--- src/rtl/load_store_unit.sv ---
// Memory-access stage: one req/gnt/rvalid transaction per load or store, with byte-lane
// steering and sign/zero-extended load results. Define MISALIGN_TRAP_EN to trap misaligned accesses.
module load_store_unit #(
    parameter int DATA_W    = 32,
    parameter int ADDR_W    = 32,
    parameter int FUNCTION3 = 3
) (
    input  logic                 clk,
    input  logic                 rst_n,
    input  logic                 load_i,
    input  logic                 store_i,
    input  logic [FUNCTION3-1:0] fun3_i,
    input  logic [ADDR_W-1:0]    addr_i,
    input  logic [DATA_W-1:0]    wdata_i,
    output logic                 stall_o,
    output logic [DATA_W-1:0]    load_data_o,
    output logic                 done_o,
    output logic                 misalign_o,
    output logic                 mem_req_o,
    output logic                 mem_we_o,
    output logic [ADDR_W-1:0]    mem_addr_o,
    output logic [3:0]           mem_be_o,
    output logic [DATA_W-1:0]    mem_wdata_o,
    input  logic                 mem_gnt_i,
    input  logic                 mem_rvalid_i,
    input  logic [DATA_W-1:0]    mem_rdata_i
);

    typedef enum logic [1:0] {IDLE, REQ, WAIT, DONE} state_t;

    localparam logic [FUNCTION3-1:0] F3_B  = FUNCTION3'(3'b000);
    localparam logic [FUNCTION3-1:0] F3_H  = FUNCTION3'(3'b001);
    localparam logic [FUNCTION3-1:0] F3_W  = FUNCTION3'(3'b010);
    localparam logic [FUNCTION3-1:0] F3_BU = FUNCTION3'(3'b100);
    localparam logic [FUNCTION3-1:0] F3_HU = FUNCTION3'(3'b101);

    state_t                state_q, state_d;
    logic [ADDR_W-1:0]     addr_q;
    logic [FUNCTION3-1:0]  fun3_q;
    logic                  we_q;
    logic [3:0]            be_q, be_d;
    logic [DATA_W-1:0]     wdata_q, wdata_d;
    logic [DATA_W-1:0]     load_data_q;
    logic                  access, legal_store, legal_load, access_legal, misaligned;
    logic                  capture;

    function automatic logic [DATA_W-1:0] extend_load(input logic [FUNCTION3-1:0] f3,
                                                      input logic [1:0]           off,
                                                      input logic [DATA_W-1:0]    rdata);
        logic [7:0]  b;
        logic [15:0] h;
        b = rdata[{off, 3'b000} +: 8];
        h = rdata[{off[1], 4'b0000} +: 16];
        case (f3)
            F3_B:    return {{(DATA_W-8){b[7]}}, b};
            F3_H:    return {{(DATA_W-16){h[15]}}, h};
            F3_W:    return rdata;
            F3_BU:   return {{(DATA_W-8){1'b0}}, b};
            F3_HU:   return {{(DATA_W-16){1'b0}}, h};
            default: return '0;
        endcase
    endfunction

    // Decode of the incoming strobe: a simultaneous load and store is treated as a store.
    always_comb begin
        access       = load_i | store_i;
        legal_store  = (fun3_i == F3_B) || (fun3_i == F3_H) || (fun3_i == F3_W);
        legal_load   = legal_store || (fun3_i == F3_BU) || (fun3_i == F3_HU);
        access_legal = store_i ? legal_store : legal_load;

        case (fun3_i[1:0])
            2'b00:   be_d = 4'b0001 << addr_i[1:0];
            2'b01:   be_d = 4'b0011 << {addr_i[1], 1'b0};
            default: be_d = 4'b1111;
        endcase

        case (fun3_i[1:0])
            2'b00:   wdata_d = {(DATA_W/8){wdata_i[7:0]}};
            2'b01:   wdata_d = {(DATA_W/16){wdata_i[15:0]}};
            default: wdata_d = wdata_i;
        endcase
    end

`ifdef MISALIGN_TRAP_EN
    logic misalign_q;

    assign misaligned = access_legal &&
                        (((fun3_i[1:0] == 2'b01) && addr_i[0]) ||
                         ((fun3_i[1:0] == 2'b10) && (addr_i[1:0] != 2'b00)));

    always_ff @(posedge clk or negedge rst_n) begin
        if (!rst_n) begin
            misalign_q <= 1'b0;
        end else if (state_q == IDLE && access) begin
            misalign_q <= misaligned;
        end
    end

    assign misalign_o = (state_q == DONE) && misalign_q;
`else
    assign misaligned = 1'b0;
    assign misalign_o = 1'b0;
`endif

    // NOTE: clocked state uses non-blocking assignments so every register samples pre-edge values.
    always_ff @(posedge clk or negedge rst_n) begin
        if (!rst_n) begin
            state_q <= IDLE;
        end else begin
            state_q <= state_d;
        end
    end

    // NOTE: every output of this block gets a default first, so no path can infer a latch.
    always_comb begin
        state_d   = state_q;
        stall_o   = 1'b0;
        done_o    = 1'b0;
        mem_req_o = 1'b0;
        capture   = 1'b0;
        case (state_q)
            IDLE: begin
                if (access) begin
                    stall_o = 1'b1;
                    state_d = (access_legal && !misaligned) ? REQ : DONE;
                end
            end
            REQ: begin
                stall_o   = 1'b1;
                mem_req_o = 1'b1;
                if (mem_gnt_i) begin
                    if (we_q) begin
                        state_d = DONE;
                    end else if (mem_rvalid_i) begin
                        capture = 1'b1;
                        state_d = DONE;
                    end else begin
                        state_d = WAIT;
                    end
                end
            end
            WAIT: begin
                stall_o = 1'b1;
                if (mem_rvalid_i) begin
                    capture = 1'b1;
                    state_d = DONE;
                end
            end
            DONE: begin
                done_o  = 1'b1;
                state_d = IDLE;
            end
            default: state_d = IDLE;
        endcase
    end

    // NOTE: the latched request is reset too, so bus outputs read as zero straight out of reset.
    always_ff @(posedge clk or negedge rst_n) begin
        if (!rst_n) begin
            addr_q      <= '0;
            fun3_q      <= '0;
            we_q        <= 1'b0;
            be_q        <= '0;
            wdata_q     <= '0;
            load_data_q <= '0;
        end else begin
            if (state_q == IDLE && access) begin
                addr_q  <= addr_i;
                fun3_q  <= fun3_i;
                we_q    <= store_i;
                be_q    <= be_d;
                wdata_q <= wdata_d;
                if (!store_i && !access_legal) begin
                    load_data_q <= '0;
                end
            end
            if (capture) begin
                load_data_q <= extend_load(fun3_q, addr_q[1:0], mem_rdata_i);
            end
        end
    end

    assign mem_we_o    = we_q;
    assign mem_addr_o  = {addr_q[ADDR_W-1:2], 2'b00};
    assign mem_be_o    = be_q;
    assign mem_wdata_o = wdata_q;
    assign load_data_o = load_data_q;

endmodule

--- config.mk ---
export PLATFORM = sky130hd
export DESIGN_NAME = load_store_unit
export DESIGN_NICKNAME = d
export VERILOG_FILES = /design/src/rtl/load_store_unit.sv
export SDC_FILE = /design/constraint.sdc
export NUM_CORES = 1
export LEC_CHECK = 0
export CORE_ASPECT_RATIO = 1.2
export CORE_MARGIN = 1
export CORE_UTILIZATION = 63
export DETAILED_ROUTE_END_ITERATION = 7
export DONT_BUFFER_PORTS = 1
export PLACE_DENSITY = 0.83
export SLEW_MARGIN = 20
export SYNTH_ARGS = -nofsm -noshare
export SYNTH_HDL_FRONTEND = slang
export SYNTH_SLANG_ARGS = --single-unit
--- constraint.sdc ---
create_clock -name clk -period 2.4 [get_ports clk]
set_input_delay 0.36 -clock clk [delete_from_list [all_inputs] [get_ports clk]]
set_output_delay 0.36 -clock clk [all_outputs]
set_load 0.01 [all_outputs]
Yosys cells after proc, flatten, opt, wreduce, memory -nomap -nowiden
Cells that the tools add are included.
{"block": "totals", "ff_bits": 106, "out_inout_bits": 105}
{"block": "op_classes", "n_eq_ne": 15, "n_shift": 4, "muxes": 22, "n_bitwise": 1, "reduce_logical": 17}
{"operator": "32-bit one-hot mux with 5 select lines", "count": 1}
{"operator": "32-bit two-way mux", "count": 3}
{"operator": "32-bit one-hot mux with 2 select lines", "count": 1}
{"operator": "32-bit by 6-bit variable part select with 16-bit output", "count": 1}
{"operator": "32-bit by 6-bit variable part select with 8-bit output", "count": 1}
{"operator": "3-bit == test (second input constant)", "count": 4}
{"operator": "1-bit two-way mux", "count": 9}
{"operator": "2-bit two-way mux", "count": 4}
{"operator": "2-bit one-hot mux with 4 select lines", "count": 1}
{"operator": "4-bit one-hot mux with 2 select lines", "count": 1}
{"operator": "3-bit by 1-bit == test with 1-bit output (second input constant)", "count": 2}
{"operator": "3-bit by 2-bit == test with 1-bit output (second input constant)", "count": 2}
{"operator": "3-bit zero test", "count": 2}
{"operator": "2-bit != test (second input constant)", "count": 3}
{"operator": "2-bit by 1-bit == test with 1-bit output (second input constant)", "count": 2}
{"operator": "2-bit == test (second input constant)", "count": 2}
{"operator": "2-bit zero test", "count": 2}
{"operator": "1-bit logical OR", "count": 4}
{"operator": "1-bit one-hot mux with 2 select lines", "count": 2}
{"operator": "2-bit nonzero test", "count": 2}
{"operator": "1-bit by 2-bit << shifter with 4-bit output (first input constant)", "count": 1}
{"operator": "2-bit by 2-bit << shifter with 4-bit output (first input constant)", "count": 1}
{"operator": "3-bit AND reduction", "count": 1}
{"operator": "1-bit logical AND", "count": 2}
{"operator": "4 further kinds", "count": 5}

Longest topological paths before layout
{"block": "depth", "word_depth": 11, "mapped_depth": 8, "depth_no_buf": 6}

Worst setup path before layout
Ideal clock, no wire load.
{"block": "synth_timing", "path_type": "register to register", "start": "reg state_q[1]", "end": "reg load_data_q[21], in the netlist load_data_o[21]", "arrival_ps": 1904, "setup_slack_ps": 370, "stages_incl_launch_ff": 9, "n_path_buf": 2, "period_less_slack_ps": 2030, "cell_sequence": "dfrtp_1 inv_1 ha_1 and3b_1 o211a_1 and2_1 clkbuf_2 clkbuf_1 a221o_1"}
{"block": "synth_between", "elab_chain_cells": 4, "word_cells_on_any_way": 9}
{"item": "start: declaration", "line_no": "37", "rtl": "state_t state_q, state_d;"}
{"item": "start signal: assignment", "line_no": "110", "rtl": "state_q <= state_d;"}
{"item": "2-bit == test (tied with other cells)", "line_no": "121", "rtl": "case (state_q)"}
{"item": "1-bit one-hot mux with 2 select lines or 1-bit logical AND (tied branches)", "line_no": "121, 167"}
{"item": "2-bit nonzero test (no line)"}
{"item": "2-bit AND reduction (no line)"}
{"item": "end signal: assignment", "line_no": "178", "rtl": "load_data_q <= extend_load(fun3_q, addr_q[1:0], mem_rdata_i);"}
{"item": "end: declaration", "line_no": "43", "rtl": "logic [DATA_W-1:0] load_data_q;"}
Several ways; a longest one is shown, not always the timed one.
A chain may end at the register's enable or synchronous reset.

Worst setup path after layout
{"block": "layout_timing", "start": "reg state_q[0]", "end": "out stall_o"}
{"block": "layout_between", "elab_chain_cells": 3, "word_cells_on_any_way": 5}
{"item": "2-bit == test or 2-bit by 1-bit == test with 1-bit output (tied branches)", "line_no": "121"}
{"item": "2-bit OR reduction (no line)"}
{"item": "1-bit one-hot mux with 2 select lines (*)", "line_no": "121"}
{"item": "end: declaration", "line_no": "15", "rtl": "output logic stall_o,"}
Mark *: on every way between the ends. The rest lies on a longest branch, timed or not.

==> impl_results.md <==
* CTS tree: yes
* Maximum fanout along the worst path at 102
* Max-cap violations at 0
* Die X at between 80 and 90 um
* Height of the die at approximately 100 um
* FP Rows at 35
* Gr ovfl total at 0
* Synth Area in Compound Gates at 0.158
* Post-Synth Simple-Gate Area at 0.0590
* Largest net degree at the start of global routing at ~110
* Slew HR at 0.356
* Mux contribution to synthesized area at 0.166
* TritonRoute pass-1 iters at 8
* Number of I/O pins at 210
* Worst Tran Pin Value at 0.960 ns
* Fin. max-slew vios at 0
* Clock Sinks at 106
* Fin crit share at 0.906
* Crit path max-delay cell type: dfrtp_1
* DIE AREA at 0.00840 sq mm
* Maximum operating frequency at 460 MHz
* Global Route Usage Sum at 0.242
* Ant diodes at 0
* Synth Flop Type: dfrtp_1
* Root Driver: clkbuf_8
* Worst hold slack at -0.310 ns
* Synth Area in Adders at 0.0124
* Vias per Instance at 6.54
* Synthesized area per cell at 11.7 sq um
* Area growth from synthesis to layout at 0.222%
* Share of cells above drive strength 1 at 0.203
* Post-synthesis async set-or-reset flop share at 1.00
* PwrDens at 1370 mW/mm^2
* Top-count cell post-synth: dfrtp_1
* Origin of the critical flop-to-flop path: state_q[0]
* First-pass GRT wire length at 15,900 um
* CTS Buffer Depth at 2
* Post-synth top area share at 0.524
* DP HPWL at 7460 um
* Synth area leader: dfrtp_1
* DR top layer: met4
* Clk slew on worst S/H paths at ~0.10 ns
* Worst R2R End: load_data_o[23]
* Synth Register Bits at 106
* Critical path class: reg -> out
* DR WL met2 at 5240 um
* DRT Wirelength at around 10,000 um
* Failing checks: DRC, hold timing
* Number of synthesized flops with an enable pin at 0
* RD Place Congestion at 0.828
* Hold Path Class: in -> async
* Seq/Total Area, Yosys at 0.524
* WP buf/inv at 2
* DP Cell Count at 472
* Leak at 2.31 nW
* Period minus WS final at about 2.2 ns
* CP Data Required Time at between 2 and 2.5 ns
* Cell variety after synth at between 40 and 50
* Layout Cells excl Fill at 487
* Final Skew at 0.0113 ns
* Commonest cells post-synth: dfrtp_1 (106), mux2_2 (51), buf_4 (33)
* Largest family of logic cells by synthesized area: multiplexers
* Worst vdd ir at 0.000699 V
* Cell area after synthesis at 0.00506 sq mm
* Crit path cell chain: inv_1 -> ha_1 -> o21ai_4 -> buf_12 -> a21oi_1
* DR WL/cell at 20.9 um
* Nature of the critical path startpoint: register
* Remaining antenna violation count at 0
* Cells after synthesis at 432
* Vias in the first global route at 3,189
* Initial Utilization at 0.653
* M1 WL at 3750 um
* Total Nets Final at approximately 500
* Critical path's largest stage delay at roughly 0.43 ns
* Unrepaired setup endpoints after global routing: false
* Port Buffers at 0
* Met3 routed WL at 982 um
* Crit path max-delay family: flip-flops
* # DRC at 26
* CTS Buf Count at 9
* # setup viols final at 0
* Reg2reg path depth at 6
* Status: finished with violations
* Yosys warning count at 0
* WP data arrival at 1.81 ns
* Xor/xnor cell area share of the yosys netlist at 0
* Synth top area cells: dfrtp_1 (52%), mux2_2 (11%), buf_4 (4.9%)
* R2R setup slack at 0.25 ns
* Initial antenna violation count at 0
* Core Area at 0.00775 sq mm
* Vias at 3,187
* Critical path endpoint category: primary output
* Clock Latency Late Sink at 0.35 ns
* Initial drt markers at 212
* # H-tree levels at 3
* Fillcell total at 586
* Hold violation total from the final report at between 100 and 150
-- flip-flops by register name, summed over array words and instances (netlist names) --
signal / cells
mem_wdata_o: 32
load_data_o: 32
state_q: 2
mem_we_o: 1
mem_be_o: 4
fun3_q: 3
addr_q: 32
-- report_power, final --
| part | internal, W | switching (W) | leakage (nW) | total (W) |
|---|---|---|---|---|
| registers | 0.00263 | 0.00106 | 1.32 | 0.00369 |
| logic | 0.00113 | 0.00105 | 0.898 | 0.00218 |
| clock network | 0.000485 | 0.000580 | 0.0894 | 0.00106 |
| total | 0.00425 | 0.00268 | 2.31 | 0.00693 |
-- final cells by class --
cell class,count,area [sq um],share of cell area
clock buffers,10,128,0.0251
clock inverters,5,62.6,0.0123
inverters,5,18.8,0.00370
multi-input cells,262,2030,0.401
flip-flops and latches,106,2650,0.523
well taps,92,115,0.0227
repair buffers,7,65.1,0.0128
-- repair_timing --
action	CTS	global route
setup endpoints to repair	20	0
resized for setup	1	0
buffers inserted	0	0
endpoints found under the hold margin	106	106
-- stage by stage --
| step | TNS [ns] | power (W) | instance area (sq um) | worst slack (ns) | util |
|---|---|---|---|---|---|
| after floorplan | 0 | 0.00572 | 5070 | 0.370 | - |
| after global placement | 0 | 0.00575 | 4880 | 0.108 | 0.630 |
| after detailed placement | -0.561 | 0.00591 | 4880 | -0.0520 | 0.630 |
| after CTS | 0 | 0.00698 | 5080 | 0.169 | 0.655 |
| after global routing | 0 | 0.00736 | 5080 | 0.0379 | 0.655 |
| final | 0 | 0.00693 | 5080 | 0.226 | 0.655 |
-- layout by cell type (no fill, tap or decap), types with 2 or more instances in the layout --
master and instances:
mux2_2 51, nand2_1 32, o2bb2ai_1 8, o21ai_0 30, dfrtp_1 106, mux2i_1 24
or2_2 2, a22oi_1 9, o31ai_1 2, ha_1 5, clkinvlp_4 2, inv_1 5
nor4b_1 2, conb_1 3, a21oi_1 23, nor2b_1 3, nor2_1 13, buf_4 6
a222oi_1 8, a221o_1 17, nor3b_1 3, a21o_1 8, clkbuf_8 9, inv_6 2
-- worst max path at each step --
stage / from / to / slack, ns / cells past startpoint
global placement: state_q[1] / load_data_o[17] / 0.11 / 6
global route: state_q[0] / load_data_o[30] / 0.04 / 6
CTS: state_q[0] / stall_o / 0.17 / 5
finish: state_q[0] / stall_o / 0.23 / 5
detailed placement: state_q[1] / load_data_o[16] / -0.05 / 6
floorplan: state_q[1] / load_data_o[21] / 0.37 / 8
-- cell families (layout without fill, tap and decap cells) --
| kind of cell | count (synthesis) | in the layout |
|---|---|---|
| AOI/OAI and AO/OA | 114 | 114 |
| adders and majority gates | 5 | 5 |
| buffers and inverters | 66 | 27 |
| DFF | 106 | 106 |
| muxes | 77 | 77 |
| other | 1 | 3 |
| and+or+nand+nor | 63 | 63 |
-- metal layers --
metal | up-vias | global-route usage
li1 | 1455 | -
met1 | 1557 | 0.279
met2 | 157 | 0.422
met3 | 18 | 0.0814
met4 | 0 | 0.0862
met5 | - | 0
No activity file was read; power rests on OpenSTA's default activity.
